`src/rtl/i2c_pkg.sv`:
```
// Package: i2c_pkg
// Shared types and constants for the I2C write master.
//   state_t       - transaction FSM states
//   Q0..Q3        - quarter-phase encodings within one SCL bit time
//   I2C_WRITE/READ - R/W bit values appended to the 7-bit address
//   bus_drive_t   - {scl, sda} open-drain pull-down request pair
//   drive_levels  - bus levels for a given state, quarter and data bit
package i2c_pkg;

  typedef enum logic [2:0] {
    IDLE,
    START,
    ADDR,
    ADDR_ACK,
    DATA,
    DATA_ACK,
    STOP
  } state_t;

  localparam logic [1:0] Q0 = 2'd0;
  localparam logic [1:0] Q1 = 2'd1;
  localparam logic [1:0] Q2 = 2'd2;
  localparam logic [1:0] Q3 = 2'd3;

  localparam logic I2C_WRITE = 1'b0;
  localparam logic I2C_READ  = 1'b1;

  // 1 = pull the line low, 0 = release it to the pull-up.
  typedef struct packed {
    logic scl;
    logic sda;
  } bus_drive_t;

  // Bus pull-down requests for the quarter 'ph' of a bit in state 'st'.
  // SCL is low in Q0/Q1 and released in Q2/Q3 for every clocked bit, so
  // SDA only changes while SCL is low except in START and STOP.
  function automatic bus_drive_t drive_levels(input state_t     st,
                                              input logic [1:0] ph,
                                              input logic       bit_val);
    bus_drive_t d;
    d.scl = 1'b0;
    d.sda = 1'b0;
    case (st)
      // SDA falls while SCL is high in the second half.
      START: d.sda = (ph >= Q2);
      ADDR, DATA: begin
        d.scl = (ph <= Q1);
        d.sda = ~bit_val;
      end
      // SDA released so the slave can answer.
      ADDR_ACK, DATA_ACK: d.scl = (ph <= Q1);
      // SDA held low, SCL released at Q2, SDA released at Q3 (rises with SCL high).
      STOP: begin
        d.scl = (ph <= Q1);
        d.sda = (ph != Q3);
      end
      default: ;
    endcase
    return d;
  endfunction

endpackage

```
`src/rtl/i2c_tick_gen.sv`:
```
// Module: i2c_tick_gen
// Quarter-bit timebase for the I2C master. Counts CLK_DIV clk cycles per
// quarter and advances a 2-bit phase on each quarter boundary.
// Ports:
//   clk, reset_n  - clock, synchronous active-low reset
//   en            - run the divider; when low the counter and phase sit at 0
//   hold          - freeze the divider (clock stretching by the slave)
//   tick          - one-clk pulse in the last clk of every quarter
//   phase         - current quarter Q0..Q3
module i2c_tick_gen
  import i2c_pkg::*;
#(
  parameter int CLK_DIV = 4
) (
  input  logic       clk,
  input  logic       reset_n,
  input  logic       en,
  input  logic       hold,
  output logic       tick,
  output logic [1:0] phase
);

  localparam int            CW   = (CLK_DIV > 1) ? $clog2(CLK_DIV) : 1;
  localparam logic [CW-1:0] LAST = CW'(CLK_DIV - 1);

  logic [CW-1:0] cnt;

  assign tick = en && !hold && (cnt == LAST);

  always_ff @(posedge clk) begin
    // NOTE: sequential state is always written with <= so every flop samples
    // the pre-edge values of its inputs regardless of block ordering.
    if (!reset_n || !en) begin
      cnt   <= '0;
      phase <= Q0;
    end else if (!hold) begin
      if (cnt == LAST) begin
        cnt   <= '0;
        phase <= phase + 2'd1;
      end else begin
        cnt <= cnt + CW'(1);
      end
    end
  end

endmodule

```
`src/rtl/i2c_master_tx.sv`:
```
// Module: i2c_master_tx
// Single-byte I2C write master: START, address+W, one data byte, STOP on an
// open-drain SCL/SDA pair, sampling the slave ACK after each byte.
// Build option: define I2C_CLK_STRETCH_EN to let a slave holding SCL low in
// Q2/Q3 freeze the quarter timebase; otherwise scl_in is ignored.
// Ports:
//   clk, reset_n     - clock, synchronous active-low reset
//   start            - transaction request, accepted only while busy=0
//   addr, wdata      - 7-bit slave address and data byte, latched on accept
//   scl_in, sda_in   - resolved bus levels
//   scl_drv, sda_drv - 1 = pull the line low, 0 = release
//   busy             - transaction in progress
//   done             - one-clk pulse on return to IDLE
//   ack_err          - last transaction saw a NACK; cleared on accept
module i2c_master_tx
  import i2c_pkg::*;
#(
  parameter int CLK_DIV = 4
) (
  input  logic       clk,
  input  logic       reset_n,
  input  logic       start,
  input  logic [6:0] addr,
  input  logic [7:0] wdata,
  input  logic       scl_in,
  input  logic       sda_in,
  output logic       scl_drv,
  output logic       sda_drv,
  output logic       busy,
  output logic       done,
  output logic       ack_err
);

  state_t     state, nxt_state;
  logic [2:0] bit_cnt, nxt_bit;
  logic [7:0] addr_byte, data_byte;
  logic       ack_sample;
  logic       nxt_nack;
  logic       tick;
  logic [1:0] phase, nxt_phase;
  logic       hold;
  logic       bit_val;
  bus_drive_t nxt_drive;

`ifdef I2C_CLK_STRETCH_EN
  // Our SCL is released but the bus is still low: a slave is stretching.
  assign hold = (phase >= Q2) && !scl_drv && !scl_in;
`else
  logic unused_scl_in;
  assign unused_scl_in = scl_in;
  assign hold          = 1'b0;
`endif

  i2c_tick_gen #(
    .CLK_DIV(CLK_DIV)
  ) u_tick_gen (
    .clk    (clk),
    .reset_n(reset_n),
    .en     (busy),
    .hold   (hold),
    .tick   (tick),
    .phase  (phase)
  );

  // Bit-boundary decisions; only the last quarter of a bit moves the FSM.
  always_comb begin
    // NOTE: every output of this block gets a default first so no path
    // leaves it unassigned, which would infer a latch.
    nxt_state = state;
    nxt_bit   = bit_cnt;
    nxt_nack  = 1'b0;
    if (tick && phase == Q3) begin
      case (state)
        START: begin
          nxt_state = ADDR;
          nxt_bit   = 3'd7;
        end
        ADDR: begin
          if (bit_cnt == 3'd0) nxt_state = ADDR_ACK;
          else                 nxt_bit   = bit_cnt - 3'd1;
        end
        ADDR_ACK: begin
          if (ack_sample) begin
            nxt_state = STOP;
            nxt_nack  = 1'b1;
          end else begin
            nxt_state = DATA;
            nxt_bit   = 3'd7;
          end
        end
        DATA: begin
          if (bit_cnt == 3'd0) nxt_state = DATA_ACK;
          else                 nxt_bit   = bit_cnt - 3'd1;
        end
        DATA_ACK: begin
          nxt_state = STOP;
          nxt_nack  = ack_sample;
        end
        STOP:    nxt_state = IDLE;
        default: ;
      endcase
    end
  end

  // Outputs are registered one quarter ahead: on each tick we load the
  // levels belonging to the quarter that starts on this edge.
  assign nxt_phase = phase + 2'd1;
  assign bit_val   = (nxt_state == DATA) ? data_byte[nxt_bit] : addr_byte[nxt_bit];
  assign nxt_drive = drive_levels(nxt_state, nxt_phase, bit_val);

  always_ff @(posedge clk) begin
    if (!reset_n) begin
      state      <= IDLE;
      bit_cnt    <= 3'd0;
      addr_byte  <= 8'd0;
      data_byte  <= 8'd0;
      ack_sample <= 1'b0;
      scl_drv    <= 1'b0;
      sda_drv    <= 1'b0;
      busy       <= 1'b0;
      done       <= 1'b0;
      ack_err    <= 1'b0;
    end else begin
      done <= 1'b0;
      if (!busy) begin
        if (start) begin
          state     <= START;
          addr_byte <= {addr, I2C_WRITE};
          data_byte <= wdata;
          ack_err   <= 1'b0;
          busy      <= 1'b1;
          scl_drv   <= 1'b0;
          sda_drv   <= 1'b0;
        end
      end else if (tick) begin
        state   <= nxt_state;
        bit_cnt <= nxt_bit;
        scl_drv <= nxt_drive.scl;
        sda_drv <= nxt_drive.sda;
        // ACK is read at the end of Q2, while SCL is high.
        if (phase == Q2 && (state == ADDR_ACK || state == DATA_ACK))
          ack_sample <= sda_in;
        if (nxt_nack)
          ack_err <= 1'b1;
        if (state == STOP && phase == Q3) begin
          busy <= 1'b0;
          done <= 1'b1;
        end
      end
    end
  end

endmodule

```
`config.mk`:
```
export PLATFORM = sky130hd
export DESIGN_NAME = i2c_master_tx
export DESIGN_NICKNAME = d
export VERILOG_FILES = /design/src/rtl/i2c_pkg.sv /design/src/rtl/i2c_tick_gen.sv /design/src/rtl/i2c_master_tx.sv
export SDC_FILE = /design/constraint.sdc
export NUM_CORES = 1
export LEC_CHECK = 0
export BUFFER_PORTS_ARGS = -buffer_cell sky130_fd_sc_hd__buf_2
export CAP_MARGIN = 15
export CORE_UTILIZATION = 55
export CTS_CLUSTER_DIAMETER = 150
export DETAILED_ROUTE_END_ITERATION = 10
export HOLD_SLACK_MARGIN = 0.03
export PLACE_DENSITY = 0.77
export SKIP_LAST_GASP = 1
export SLEW_MARGIN = 20
export SYNTH_ARGS = -nofsm -noshare
export SYNTH_HDL_FRONTEND = slang
export SYNTH_SLANG_ARGS = --single-unit
```
`constraint.sdc`:
```
create_clock -name clk -period 3.7 [get_ports clk]
set_input_delay 0.185 -clock clk [delete_from_list [all_inputs] [get_ports clk]]
set_output_delay 0.185 -clock clk [all_outputs]
set_load 0.005 [all_outputs]
```
; ---- Yosys cells after proc, flatten, opt, wreduce, memory -nomap -nowiden
; Cells that the tools add are included.
[op_classes]
muxes = 35
n_eq_ne = 18
n_lt_le_gt_ge = 3
bitwise = 2
n_addsub = 3
reduce_logical = 20
[ops]
columns = cell, n
row1 = $mux 3, 9
row2 = $mux 1, 19
row3 = $eq 3x3->1 const B, 6
row4 = $pmux 3 s6, 1
row5 = $eq 3x2->1 const B, 4
row6 = $pmux 3 s3, 1
row7 = $reduce_and 3->1, 3
row8 = $bmux 1 s3, 2
row9 = $eq 2x2->1 const B, 3
row10 = $eq 3x1->1 const B, 2
row11 = $reduce_and 2->1, 3
row12 = $reduce_or 2->1, 3
row13 = $reduce_or 5->1, 1
row14 = $add 2x1->2 const B, 2
row15 = $logic_and 1x1->1, 4
row16 = $lt 3x4->1 const B, 1
row17 = $ne 2x1->1 const B, 2
row18 = $logic_not 3->1, 1
row19 = $pmux 1 s3, 1
row20 = $sub 3x1->3 const B, 1
row21 = $ge 2x2->1 const B, 1
row22 = $le 2x1->1 const B, 1
row23 = $logic_not 1->1, 2
row24 = $logic_or 1x1->1, 2
row25 = 5 further kinds, 6
[totals]
reg_bits = 31
elab_cells = 93
input_bits = 20
out_inout_bits = 5

; ---- Depth between registers and ports, before layout
[logic_depth]
depth_word = 11
mapped_depth = 11
mapped_depth_nobuf = 10

; ---- By module
; A second synthesis with hierarchy kept.
[unflattened]
cells_unflattened = 221
hier_area_um2 = 1819.2
[by_module_without_submodules]
columns = mod, seq_area_each_um2, area_per_inst_um2, n_inst, cells_each
row1 = i2c_master_tx, 540.5, 1647.8, 1, 203
row2 = i2c_tick_gen, 80.1, 171.4, 1, 18

; ---- Worst setup path before layout
; No wires, ideal clock.
[synth_path]
path_kind = reg2reg
startpoint = reg bit_cnt[0]
endpoint = reg sda_drv
slack_ns = 1.350
required_time_ns = 3.580
period_less_slack_ns = 2.350
stages_incl_launch_ff = 11
n_path_buf = 0
arrival_ns = 2.231
setup_time_ns = 0.120
cell_sequence = dfxtp_1 > inv_1 > ha_1 > nor2b_1 > nor4_2 > mux2i_1 > o22ai_4 > or3b_1 > o2111ai_1 > o21ai_1 > o31a_1
[synth_between]
elab_chain_len = 11
elab_cells_between_ends = 24
cone_classes = add/sub: 1 / eq/ne: 4 / mux: 16 / bitwise: 1 / reduce/logical: 2
[synth_rtl]
columns = element, line
row1 = start: declaration, i2c_master_tx.sv:35  ; logic [2:0] bit_cnt, nxt_bit;
row2 = start signal: assignment, i2c_master_tx.sv:137  ; bit_cnt <= nxt_bit;
row3 = $sub 3x1->3 / $logic_not 3->1 (equally long branches), --
row4 = $mux 3, "i2c_master_tx.sv:79, i2c_master_tx.sv:92"
row5 = $pmux 3 s3, i2c_master_tx.sv:73  ; case (state)
row6 = $mux 3, i2c_master_tx.sv:72  ; if (tick && phase == Q3) begin
row7 = $bmux 1 s3, i2c_master_tx.sv:108  ; assign bit_val = (nxt_state == DATA) ? data_byte[nxt_bit] : addr_byte[nxt_bit];
row8 = $mux 1 (implied by the code), i2c_master_tx.sv:108
row9 = $mux 1, i2c_master_tx.sv:108
row10 = $not 1->1, i2c_pkg.sv:48  ; d.sda = ~bit_val;
row11 = $pmux 1 s3 (*), i2c_pkg.sv:43  ; case (st)
row12 = $mux 1 (*), i2c_master_tx.sv:135  ; end else if (tick) begin
row13 = $mux 1 (*), i2c_master_tx.sv:125  ; if (!busy) begin
row14 = end signal: assignment, i2c_master_tx.sv:139  ; sda_drv <= nxt_drive.sda;
row15 = end: declaration, i2c_master_tx.sv:28  ; output logic sda_drv,
; Mark *: on every way between the ends. The rest lies on a longest branch, timed or not. The select of a mux whose other input is x is not followed.
; A chain may end at the register's enable or synchronous reset.

; ---- Worst setup path in the final report
[layout_path]
startpoint = reg u_tick_gen.cnt[0]
endpoint = reg sda_drv
[layout_between]
elab_chain_len = 11
elab_cells_between_ends = 21
cone_classes = eq/ne: 6 / mux: 10 / bitwise: 1 / reduce/logical: 4
[layout_rtl]
columns = element, line
row1 = start: declaration, i2c_tick_gen.sv:26  ; logic [CW-1:0] cnt;
row2 = start signal: assignment, i2c_tick_gen.sv:41  ; cnt <= cnt + CW'(1);
row3 = $eq 2x2->1 (*), i2c_tick_gen.sv:28  ; assign tick = en && !hold && (cnt == LAST);
row4 = $logic_and 1x1->1 (*), i2c_tick_gen.sv:28
row5 = $logic_and 1x1->1, i2c_master_tx.sv:72
row6 = $mux 3, i2c_master_tx.sv:72
row7 = $bmux 1 s3, i2c_master_tx.sv:108
row8 = $mux 1 (implied by the code), i2c_master_tx.sv:108
row9 = $mux 1, i2c_master_tx.sv:108
row10 = $not 1->1, i2c_pkg.sv:48
row11 = $pmux 1 s3, i2c_pkg.sv:43
row12 = $mux 1, i2c_master_tx.sv:135
row13 = $mux 1, i2c_master_tx.sv:125
; Marked as above.

==> reports/metrics.yaml <==
yosys:
  synth_nets: 241
  synthCells: 215
  ys.flop_type: "dfxtp_1"
  synth_cell_type_count: 44
  synth_edf_count: 0
  synth-seq-cells: 31
  synth_area_um2: 1700
  avgSynthCellArea_um2: 7.91
  ys_seq_area_share_pct: 36.5
  async_reset_ff_share_pct: 0
  yosysWarnings: 0
global_route:
  track_usage_pct: 24.1
  grt_remaining_overflow: 0
  grt_pass1_wl_um: 6090
  antenna_found_initial: 0
  grt_max_degree: 24
  grt_pass1_vias: 1376
route:
  firstDrtPassIters: 8
  dr.first_iter.drc_count: 96
  routed_wl_um: 3720
  drc: 1
  vias: 1568
  drtAntennaViolNets: 0
  wire_per_inst_um: 14.2
  viasPerCell: 5.98
worst_setup_path:
  critPathMaxFanout: 10
  critPathMaxStageDelay_ns: 0.39
  crit_arrival_ns: 2.91
  worstPathRequired_ns: 3.93
  cp_slowest_cell: "or3b_1"
  cp-end-kind: "flop"
  critPathLaunchType: "flop"
  path_buf_inv: 0
  cp_cell_sequence: "ha_1, nand3_2, nor4_2, mux2i_1, o22ai_4, or3b_1, o2111ai_1, o21ai_1, o31a_1"
  path_delay_family: "simple AND/OR/NAND/NOR gates"
  path_class: "reg2reg"
cells_and_area:
  fillCellCount: 258
  stdcell_area_um2: 1870
  drive_gt1_share_pct: 15.6
  layout_common_cells: "nand2_1, dfxtp_1, a21oi_1, buf_2, nor2_1"
  area.sequential_um2: 621
  final_common_cell: "nand2_1"
  nNetsFinal: 256
  fin_util_pct: 65.4
  antennaDiodeCount: 0
  syn_to_final_growth_pct: 9.71
  stdcell_count: 262
  multiInputGateArea_um2: 976
placement:
  port-buffer-count: 23
  dp_cells: 254
  hpwl_um: 2710
  dpl_cell_area_um2: 1780
  gp_congestion: 0.883
power:
  p_leak_uw: 0.000757
  p_total_uw: 688
  ir_drop_uv: 241
  powerDensity_nw_per_um2: 368
run_status:
  failed_checks: "DRC"
  outcome: "complete, but fails checks"
job:
  cap_violations: 0
die:
  die_area_um2: 3320
  rows: 19
  core_area_um2: 2850
  die_h_um: 57.6
  io-pin-count: 25
  die_w_um: 57.6
  initial_core_util_pct: 59.6
timing:
  rsz0062_at_grt: "false"
  min_period_ns: 2.68
  slew_headroom_pct: 54.5
  max_freq_mhz: 374
  finalCritPeriodShare_pct: 72.3
  setup_violations: 0
  finClkSkew_ns: 0.0111
  timing.setup.tns_ns: 0
  worst_pin_slew_ns: 0.682
  finalHoldViolCount: 0
  finalMaxSlewViolations: 0
clocking:
  cts_root_buf: "clkbuf_4"
  cts_buffers: 5
  clock_path_buffers: 2
  cts_resized: 0
  cts_sinks: 31
  cts_setup_buffers: 0
  clkTransAtPathRegs_ns: 0.10
  cts_tree: "done"
  hold_buffers: 0
  htree_levels: 2
  worstSkewPairLatency_ns: 0.34
min_path:
  hold_path.class: "in2reg"
[final cells by class]
cell class                      count  share of cell area, %
Sequential cell                    31                   33.2
Multi-Input combinational cell    162                   52.3
Clock buffer                        6                   2.75
Tap cell                           31                   2.08
Clock inverter                      2                   1.88
Timing Repair Buffer               24                   6.57
Inverter                            6                   1.21
[cell usage after synthesis, types with 4 or more instances]
| cell | n | area, um2 |
|---|---|---|
| a21oi_1 | 23 | 115 |
| nor2_1 | 19 | 71.3 |
| mux2i_1 | 11 | 110 |
| dfxtp_1 | 31 | 621 |
| nand2_1 | 40 | 150 |
| ha_1 | 6 | 75.1 |
| o21ai_0 | 4 | 20.0 |
| and2_1 | 4 | 25.0 |
| nor2b_1 | 5 | 31.3 |
| inv_1 | 6 | 22.5 |
| clkbuf_1 | 10 | 37.5 |
| nor3_1 | 7 | 35.0 |
[final timing paths]
kind | from | endpoint | slack [ns] | depth (start not counted)
setup / recovery | u_tick_gen.cnt[0]$_SDFF_PP0_ | sda_drv$_SDFFE_PN0P_ | 1.02 | 9
hold / removal | addr[5] | addr_byte[6]$_SDFFE_PN0P_ | 0.07 | 3
setup reg to reg | u_tick_gen.cnt[0]$_SDFF_PP0_ | sda_drv$_SDFFE_PN0P_ | 1.02 | 9
hold reg to reg | u_tick_gen.cnt[0]$_SDFF_PP0_ | u_tick_gen.cnt[0]$_SDFF_PP0_ | 0.44 | 1
[power by group]
part           switching (uW)  internal (uW)  total, uW  leakage, uW
Sequential               11.5            345        357     0.000253
Combinational            29.7           22.3       52.0     0.000456
Clock                     119            160        279    0.0000482
Total                     160            527        688     0.000757
[flip-flops by register name (all words and copies together), names as in the netlist]
name and cells:
state 3, busy 1, addr_byte 7, ack_sample 1, sda_drv 1, u_tick_gen.phase 2, data_byte 8, ack_err 1
scl_drv 1, bit_cnt 3, u_tick_gen.cnt 2, done 1
[stage by stage]
stage / hold slack (ns) / worst slack (ns)
after floorplan: 0.307 / 1.35
after global placement: 0.412 / 1.13
after detailed placement: 0.428 / 1.02
after CTS: 0.0663 / 1.01
after global routing: 0.0767 / 0.844
final: 0.0735 / 1.02
[per-layer routing]
| layer | routed length, um | vias to the layer above | track usage (%) |
|---|---|---|---|
| met5 | 0 | - | 0 |
| met4 | 75 | 0 | 11.8 |
| met3 | 195 | 12 | 6.92 |
| met2 | 1730 | 60 | 37.7 |
| met1 | 1720 | 727 | 30.6 |
| li1 | - | 769 | - |
[tightest hold or removal path: cells and delay by family]
family	cells	cell delay [ns]
buffers and inverters	1	0.09
AOI/OAI and AO/OA	1	0.05
and+or+nand+nor	1	0.05
[cell families (layout without fill, tap and decap cells)]
kind of cell	count (synthesis)	after routing	synth area share, %
AO/OA/AOI/OAI	46	46	17.4
flip-flops	31	31	36.5
XOR/XNOR	2	2	1.03
AND/OR/NAND/NOR	97	97	28.0
buffers and inverters	22	38	6.18
adder cells (fa/ha/maj)	6	6	4.41
multiplexers	11	11	6.47
Power figures use the tool's default switching activity.
